$ cat config.mk
export PLATFORM = sky130hd
export DESIGN_NAME = fp_mult_pipe
export DESIGN_NICKNAME = d
export VERILOG_FILES = /design/src/rtl/fp_mult_pipe.sv
export SDC_FILE = /design/constraint.sdc
export NUM_CORES = 2
export LEC_CHECK = 0
export BUFFER_PORTS_ARGS = -buffer_cell sky130_fd_sc_hd__buf_2
export CORE_MARGIN = 2
export CORE_UTILIZATION = 60
export CTS_BUF_LIST = sky130_fd_sc_hd__clkbuf_2
export CTS_CLUSTER_SIZE = 12
export DETAILED_ROUTE_END_ITERATION = 8
export GPL_ROUTABILITY_DRIVEN = 0
export GPL_TIMING_DRIVEN = 0
export PLACE_DENSITY = 0.75
export SKIP_LAST_GASP = 1
export SYNTH_ARGS = -nofsm -noshare
export SYNTH_HDL_FRONTEND = slang
export SYNTH_SLANG_ARGS = --single-unit
$ cat constraint.sdc
create_clock -name clk -period 10.05 [get_ports clk]
set_input_delay 1.5075 -clock clk [delete_from_list [all_inputs] [get_ports clk]]
set_output_delay 1.5075 -clock clk [all_outputs]
set_load 0.005 [all_outputs]
$ cat src/rtl/fp_mult_pipe.sv
// Pipelined IEEE-754 multiplier with round-to-nearest-even, flush-to-zero and exception flags.
// Four register ranks (operand capture, classify, multiply, normalise/pack) advance together on adv.
module fp_mult_pipe #(
  parameter int EXP_W = 8,
  parameter int MAN_W = 23,
  localparam int W = 1 + EXP_W + MAN_W
) (
  input  logic         clk,
  input  logic         rst_n,
  input  logic         in_valid,
  output logic         in_ready,
  input  logic [W-1:0] a,
  input  logic [W-1:0] b,
  output logic         out_valid,
  input  logic         out_ready,
  output logic [W-1:0] result,
  output logic [3:0]   flags
);

  localparam int EW2 = EXP_W + 2;
  localparam int PW  = 2 * MAN_W + 2;
  localparam logic [EW2-1:0]   BIAS_X   = EW2'(2 ** (EXP_W - 1) - 1);
  localparam logic [EXP_W-1:0] EXP_ONES = '1;
  localparam logic [W-1:0]     QNAN     = {1'b0, EXP_ONES, 1'b1, {(MAN_W - 1){1'b0}}};

  logic w_adv;
  assign w_adv    = !out_valid || out_ready;
  assign in_ready = w_adv;

  logic         r0Valid;
  logic [W-1:0] r0A, r0B;

  always_ff @(posedge clk or negedge rst_n) begin
    if (!rst_n) begin
      r0Valid <= 1'b0;
      r0A     <= '0;
      r0B     <= '0;
    end else if (w_adv) begin
      r0Valid <= in_valid;
      if (in_valid) begin
        r0A <= a;
        r0B <= b;
      end
    end
  end

  logic             w_sign;
  logic [EXP_W-1:0] w_expA, w_expB;
  logic [MAN_W-1:0] w_fracA, w_fracB;
  logic             w_zeroA, w_zeroB, w_infA, w_infB, w_nanA, w_nanB, w_snanA, w_snanB, w_invMul;
  logic [EW2-1:0]   w_expSum;

  assign w_sign   = r0A[W-1] ^ r0B[W-1];
  assign w_expA   = r0A[W-2:MAN_W];
  assign w_expB   = r0B[W-2:MAN_W];
  assign w_fracA  = r0A[MAN_W-1:0];
  assign w_fracB  = r0B[MAN_W-1:0];
  assign w_zeroA  = (w_expA == '0);
  assign w_zeroB  = (w_expB == '0);
  assign w_infA   = (w_expA == EXP_ONES) && (w_fracA == '0);
  assign w_infB   = (w_expB == EXP_ONES) && (w_fracB == '0);
  assign w_nanA   = (w_expA == EXP_ONES) && (w_fracA != '0);
  assign w_nanB   = (w_expB == EXP_ONES) && (w_fracB != '0);
  assign w_snanA  = w_nanA && !w_fracA[MAN_W-1];
  assign w_snanB  = w_nanB && !w_fracB[MAN_W-1];
  assign w_invMul = (w_infA && w_zeroB) || (w_zeroA && w_infB);
  assign w_expSum = {2'b00, w_expA} + {2'b00, w_expB} - BIAS_X;

  logic         w_special;
  logic [W-1:0] w_specRes;
  logic [3:0]   w_specFlags;

  // Special-operand outcome, highest priority first; subnormal inputs already count as zero.
  always_comb begin
    w_special   = 1'b0;
    w_specRes   = '0;
    w_specFlags = 4'b0000;
    if (w_nanA || w_nanB || w_invMul) begin
      w_special   = 1'b1;
      w_specRes   = QNAN;
      w_specFlags = {w_invMul || w_snanA || w_snanB, 3'b000};
    end else if (w_infA || w_infB) begin
      w_special = 1'b1;
      w_specRes = {w_sign, EXP_ONES, {MAN_W{1'b0}}};
    end else if (w_zeroA || w_zeroB) begin
      w_special = 1'b1;
      w_specRes = {w_sign, {(W - 1){1'b0}}};
    end
  end

  logic             r1Valid, r1Sign, r1Special;
  logic [EW2-1:0]   r1Exp;
  logic [MAN_W:0]   r1ManA, r1ManB;
  logic [W-1:0]     r1SpecRes;
  logic [3:0]       r1SpecFlags;

  always_ff @(posedge clk or negedge rst_n) begin
    if (!rst_n) begin
      r1Valid     <= 1'b0;
      r1Sign      <= 1'b0;
      r1Special   <= 1'b0;
      r1Exp       <= '0;
      r1ManA      <= '0;
      r1ManB      <= '0;
      r1SpecRes   <= '0;
      r1SpecFlags <= '0;
    end else if (w_adv) begin
      r1Valid     <= r0Valid;
      r1Sign      <= w_sign;
      r1Special   <= w_special;
      r1Exp       <= w_expSum;
      r1ManA      <= {1'b1, w_fracA};
      r1ManB      <= {1'b1, w_fracB};
      r1SpecRes   <= w_specRes;
      r1SpecFlags <= w_specFlags;
    end
  end

  logic           r2Valid, r2Sign, r2Special;
  logic [EW2-1:0] r2Exp;
  logic [PW-1:0]  r2Prod;
  logic [W-1:0]   r2SpecRes;
  logic [3:0]     r2SpecFlags;

  always_ff @(posedge clk or negedge rst_n) begin
    if (!rst_n) begin
      r2Valid     <= 1'b0;
      r2Sign      <= 1'b0;
      r2Special   <= 1'b0;
      r2Exp       <= '0;
      r2Prod      <= '0;
      r2SpecRes   <= '0;
      r2SpecFlags <= '0;
    end else if (w_adv) begin
      r2Valid     <= r1Valid;
      r2Sign      <= r1Sign;
      r2Special   <= r1Special;
      r2Exp       <= r1Exp;
      r2Prod      <= PW'(r1ManA) * PW'(r1ManB);
      r2SpecRes   <= r1SpecRes;
      r2SpecFlags <= r1SpecFlags;
    end
  end

  logic             w_msb, w_guard, w_sticky, w_roundUp, w_carry, w_ovf, w_unf;
  logic [PW-1:0]    w_norm;
  logic [MAN_W:0]   w_mant;
  logic [MAN_W+1:0] w_rounded;
  logic [MAN_W-1:0] w_frac;
  logic [EW2-1:0]   w_expFin;

  // Product lies in [1,4); left-align it so mantissa, guard and sticky sit at fixed positions.
  assign w_msb     = r2Prod[PW-1];
  assign w_norm    = w_msb ? r2Prod : {r2Prod[PW-2:0], 1'b0};
  assign w_mant    = w_norm[PW-1:MAN_W+1];
  assign w_guard   = w_norm[MAN_W];
  assign w_sticky  = |w_norm[MAN_W-1:0];
  assign w_roundUp = w_guard && (w_sticky || w_mant[0]);
  assign w_rounded = {1'b0, w_mant} + (MAN_W + 2)'(w_roundUp);
  assign w_carry   = w_rounded[MAN_W+1];
  assign w_frac    = w_carry ? w_rounded[MAN_W:1] : w_rounded[MAN_W-1:0];
  assign w_expFin  = r2Exp + EW2'(w_msb) + EW2'(w_carry);
  assign w_ovf     = !w_expFin[EW2-1] && (w_expFin[EXP_W:0] >= {1'b0, EXP_ONES});
  assign w_unf     = w_expFin[EW2-1] || (w_expFin == '0);

  logic [W-1:0] w_res;
  logic [3:0]   w_flags;

  always_comb begin
    w_res   = {r2Sign, w_expFin[EXP_W-1:0], w_frac};
    w_flags = {3'b000, w_guard || w_sticky};
    if (r2Special) begin
      w_res   = r2SpecRes;
      w_flags = r2SpecFlags;
    end else if (w_ovf) begin
      w_res   = {r2Sign, EXP_ONES, {MAN_W{1'b0}}};
      w_flags = 4'b0101;
    end else if (w_unf) begin
      w_res   = {r2Sign, {(W - 1){1'b0}}};
      w_flags = 4'b0011;
    end
  end

  // Output rank only reloads on adv, so a stalled result and its flags stay put.
  always_ff @(posedge clk or negedge rst_n) begin
    if (!rst_n) begin
      out_valid <= 1'b0;
      result    <= '0;
      flags     <= '0;
    end else if (w_adv) begin
      out_valid <= r2Valid;
      if (r2Valid) begin
        result <= w_res;
        flags  <= w_flags;
      end
    end
  end

endmodule

==> flow_summary_export.csv <==
group,metric,value,unit
placed_design,placed_cell_area,31100,sq um
drt,wirelength,90.2,mm
timing,fmax,119,MHz
placed_design,place_ws,1.90,ns
clock_network,clk_pin_slew,0.14,ns
drt,drtPass1Iterations,7,
drt,vias_per_cell,5.82,
cells_and_area,syn_to_final_growth,6.60,%
drt,drc,0,
clock_network,post_cts_resized,0,
synth,yosysTopAreaCell,"fa_1",
timing,layout_setup_ws,1.66,ns
synth,netlist_top_cells_area,"fa_1, dfrtp_1, ha_1",
run,maxCapViolations,0,
setup_path,worstPathRequired,10.92,ns
synth,synth_nets,3997,
setup_path,path_cells,"clkbuf_1, clkbuf_1, and2_1, fa_1, fa_1, inv_1, fa_1, inv_1, fa_1, fa_1, fa_1, inv_1, fa_1, inv_1, ha_1, a21oi_1, o21ai_0, nor2_1, a311oi_1, a2111o_1, nand3_1, a211o_1, a31oi_1",
setup_path,max_stage_delay,0.71,ns
timing,whs,0.458,ns
drt,drtIter0Drc,2257,
setup_path,path_max_fanout,10,
clock_network,cts-root-buf,"clkbuf_2",
floorplan,dieArea,51300,sq um
setup_path,criticalPathCategory,"reg -> reg",
grt,grt_pass1_vias,25500,
grt,grt_max_degree,104,
setup_path,cp_data_arrival_time,9.26,ns
cells_and_area,final_area,31600,sq um
clock_network,cts_max_level,2,
grt,antenna_found_initial,9,
grt,grt_overflow,0,
synth,ys_seq_area_share,19.5,%
grt,grt_usage,37.1,%
synth,synth.avg_cell_area,9.12,sq um
synth,synth_cell_type_count,72,
clock_network,tritoncts,"yes",
timing,setup_viol,0,
timing,tightest_slew,1.02,ns
drt,drtAntennaViolNets,0,
floorplan,die-width,226,um
setup_path,cp-start-kind,"flop",
timing,setup_tns,0,ns
timing,post-route-min-period,8.39,ns
placed_design,dp_hpwl,73.4,mm
clock_network,cts_buffers,59,
synth,syn_area,29700,sq um
clock_network,holdBufCountCts,0,
synth,ys_ff_latch,231,
cells_and_area,fillers,4111,
hold_path,hold_path.class,"in -> async",
drt,wl_per_cell,21.8,um
timing,hold_violations,0,
timing,skew,0.118,ns
floorplan,initial_core_util,60.8,%
timing,slew_violations,0,
setup_path,critPathBufInv,6,
floorplan,die_h,226,um
clock_network,clk_latency,0.99,ns
timing,worst_slew_margin_rel,32.1,%
grt,grt_pass1_wl,143,mm
outcome,outcome,"finished clean",
setup_path,cp_slowest_cell,"clkbuf_1",
timing,finalCritPeriodShare,83.5,%
synth,synth_top_cell_area_share,32.6,%
setup_path,crit_family,"adder cells",
synth,synth_edf_count,0,
setup_path,critPathMostFrequentCell,"fa_1",
timing,rsz0062_at_grt,"false",
floorplan,row_count,81,
cells_and_area,num-nets-final,4165,
cells_and_area,drive_gt1_share,8.69,%
floorplan,coreArea,48800,sq um
clock_network,clk_path_buf_depth,3,
clock_network,cts_setup_buffers,0,
drt,vias,24100,
synth,async_reset_ff_share,100,%
setup_path,end_kind,"flop",
synth,syn_inst,3253,
synth,yosys_warnings,0,
floorplan,io_pins,106,
placed_design,port_buffers,105,
synth,synth_flop_cell,"dfrtp_1",
clock_network,cts.sinks,231,
[cells by family (layout without fill, tap and decap cells)]
kind of cell	count (synthesis)	count (layout)	share of synthesized area, %
buffers and inverters	747	959	9.67
DFF	231	231	19.5
other	0	9	0
adders and majority gates	676	676	40.7
xor gates and xnor gates	76	76	2.24
AOI/OAI and AO/OA	287	287	6.37
muxes	90	90	3.32
and+or+nand+nor	1146	1146	18.2
[cells in the final DEF, fill, tap and decap left out, types with 5 or more instances in the layout]
| cell type | netlist | final |
|---|---|---|
| o211ai_1 | 9 | 9 |
| clkbuf_2 | 0 | 79 |
| and3_1 | 8 | 8 |
| a21o_1 | 23 | 23 |
| mux2i_1 | 22 | 22 |
| nor3_1 | 20 | 20 |
| a31o_2 | 5 | 5 |
| nand2_1 | 607 | 607 |
| dfrtp_1 | 231 | 231 |
| mux2_2 | 68 | 68 |
| xor2_1 | 37 | 37 |
| o21ai_0 | 55 | 55 |
| o22a_1 | 5 | 5 |
| buf_6 | 5 | 5 |
| a21oi_1 | 98 | 98 |
| o21bai_1 | 10 | 10 |
| buf_2 | 7 | 111 |
| nand2b_1 | 9 | 9 |
| inv_1 | 575 | 575 |
| o21ai_1 | 5 | 5 |
| xnor2_1 | 39 | 39 |
| clkbuf_1 | 146 | 146 |
| a211oi_1 | 12 | 12 |
| buf_4 | 5 | 5 |
| fa_1 | 484 | 484 |
| nor2_1 | 106 | 106 |
| nor2b_1 | 9 | 9 |
| nor4_1 | 22 | 22 |
| and2_1 | 292 | 292 |
| ha_1 | 192 | 192 |
| a31oi_1 | 8 | 8 |
| nand3_1 | 22 | 22 |
| diode_2 | 0 | 9 |
| nand4_1 | 26 | 26 |
| a22o_1 | 12 | 12 |
| buf_1 | 9 | 9 |
| o22ai_1 | 7 | 7 |
| clkinv_1 | 0 | 19 |
[cell usage after synthesis (7+ instances only)]
| cell type | number |
|---|---|
| nand2_1 | 607 |
| inv_1 | 575 |
| fa_1 | 484 |
| and2_1 | 292 |
| dfrtp_1 | 231 |
| ha_1 | 192 |
| clkbuf_1 | 146 |
| nor2_1 | 106 |
| a21oi_1 | 98 |
| mux2_2 | 68 |
| o21ai_0 | 55 |
| xnor2_1 | 39 |
| xor2_1 | 37 |
| nand4_1 | 26 |
| a21o_1 | 23 |
| mux2i_1 | 22 |
| nand3_1 | 22 |
| nor4_1 | 22 |
| nor3_1 | 20 |
| a211oi_1 | 12 |
| a22o_1 | 12 |
| o21bai_1 | 10 |
| buf_1 | 9 |
| nand2b_1 | 9 |
| nor2b_1 | 9 |
| o211ai_1 | 9 |
| a31oi_1 | 8 |
| and3_1 | 8 |
| buf_2 | 7 |
| o22ai_1 | 7 |
[cell type report]
type	instances	area, sq um	share of cell area [%]
buffer	172	711	2.25
antenna	9	22.5	0.0712
clock inverter	26	120	0.380
tap	664	831	2.63
clock buffer	79	395	1.25
inverter	575	2160	6.82
multi-input combinational	2275	21000	66.5
sequential	231	5780	18.3
timing repair buffer	107	591	1.87
[routing by layer]
metal | GRT usage (%) | up-vias | part of all wire (%)
li1 | - | 10300 | -
met1 | 48.0 | 11900 | 38
met2 | 58.6 | 1472 | 45
met3 | 9.65 | 343 | 11
met4 | 17.6 | 6 | 5.5
met5 | 0 | - | 0.043
[stage by stage]
step,util [%],instances
floorplan,-,3253
global placement,63.5,4022
detailed placement,63.7,4024
CTS,64.7,4129
global route,64.7,4131
finish,64.8,4138
[worst paths after layout]
check	startpoint	to	slack [ns]	cells past startpoint
min in group clk	r0B[15]	r1ManB[15]	0.46	2
setup / recovery	r1ManA[23]	r2Prod[46]	1.66	23
hold / removal	rst_n	r2Exp[0]	0.46	1
setup reg to reg	r1ManA[23]	r2Prod[46]	1.66	23
hold reg to reg	r0B[15]	r1ManB[15]	0.46	2
max in group asynchronous	rst_n	r1ManA[7]	8.72	2
[sequential cells by signal, summed over array words and instances (netlist names), 3 cells and up]
name       count
flags          4
result        32
r1SpecRes      3
r2SpecRes      3
r2Prod        48
r1ManB        23
r2Exp         10
r1ManA        24
r0B           32
r1Exp         10
r0A           32
Power is left out: the tool's default activity adds up to more than one toggle a clock period on the data nets, which glitch-free logic cannot reach.
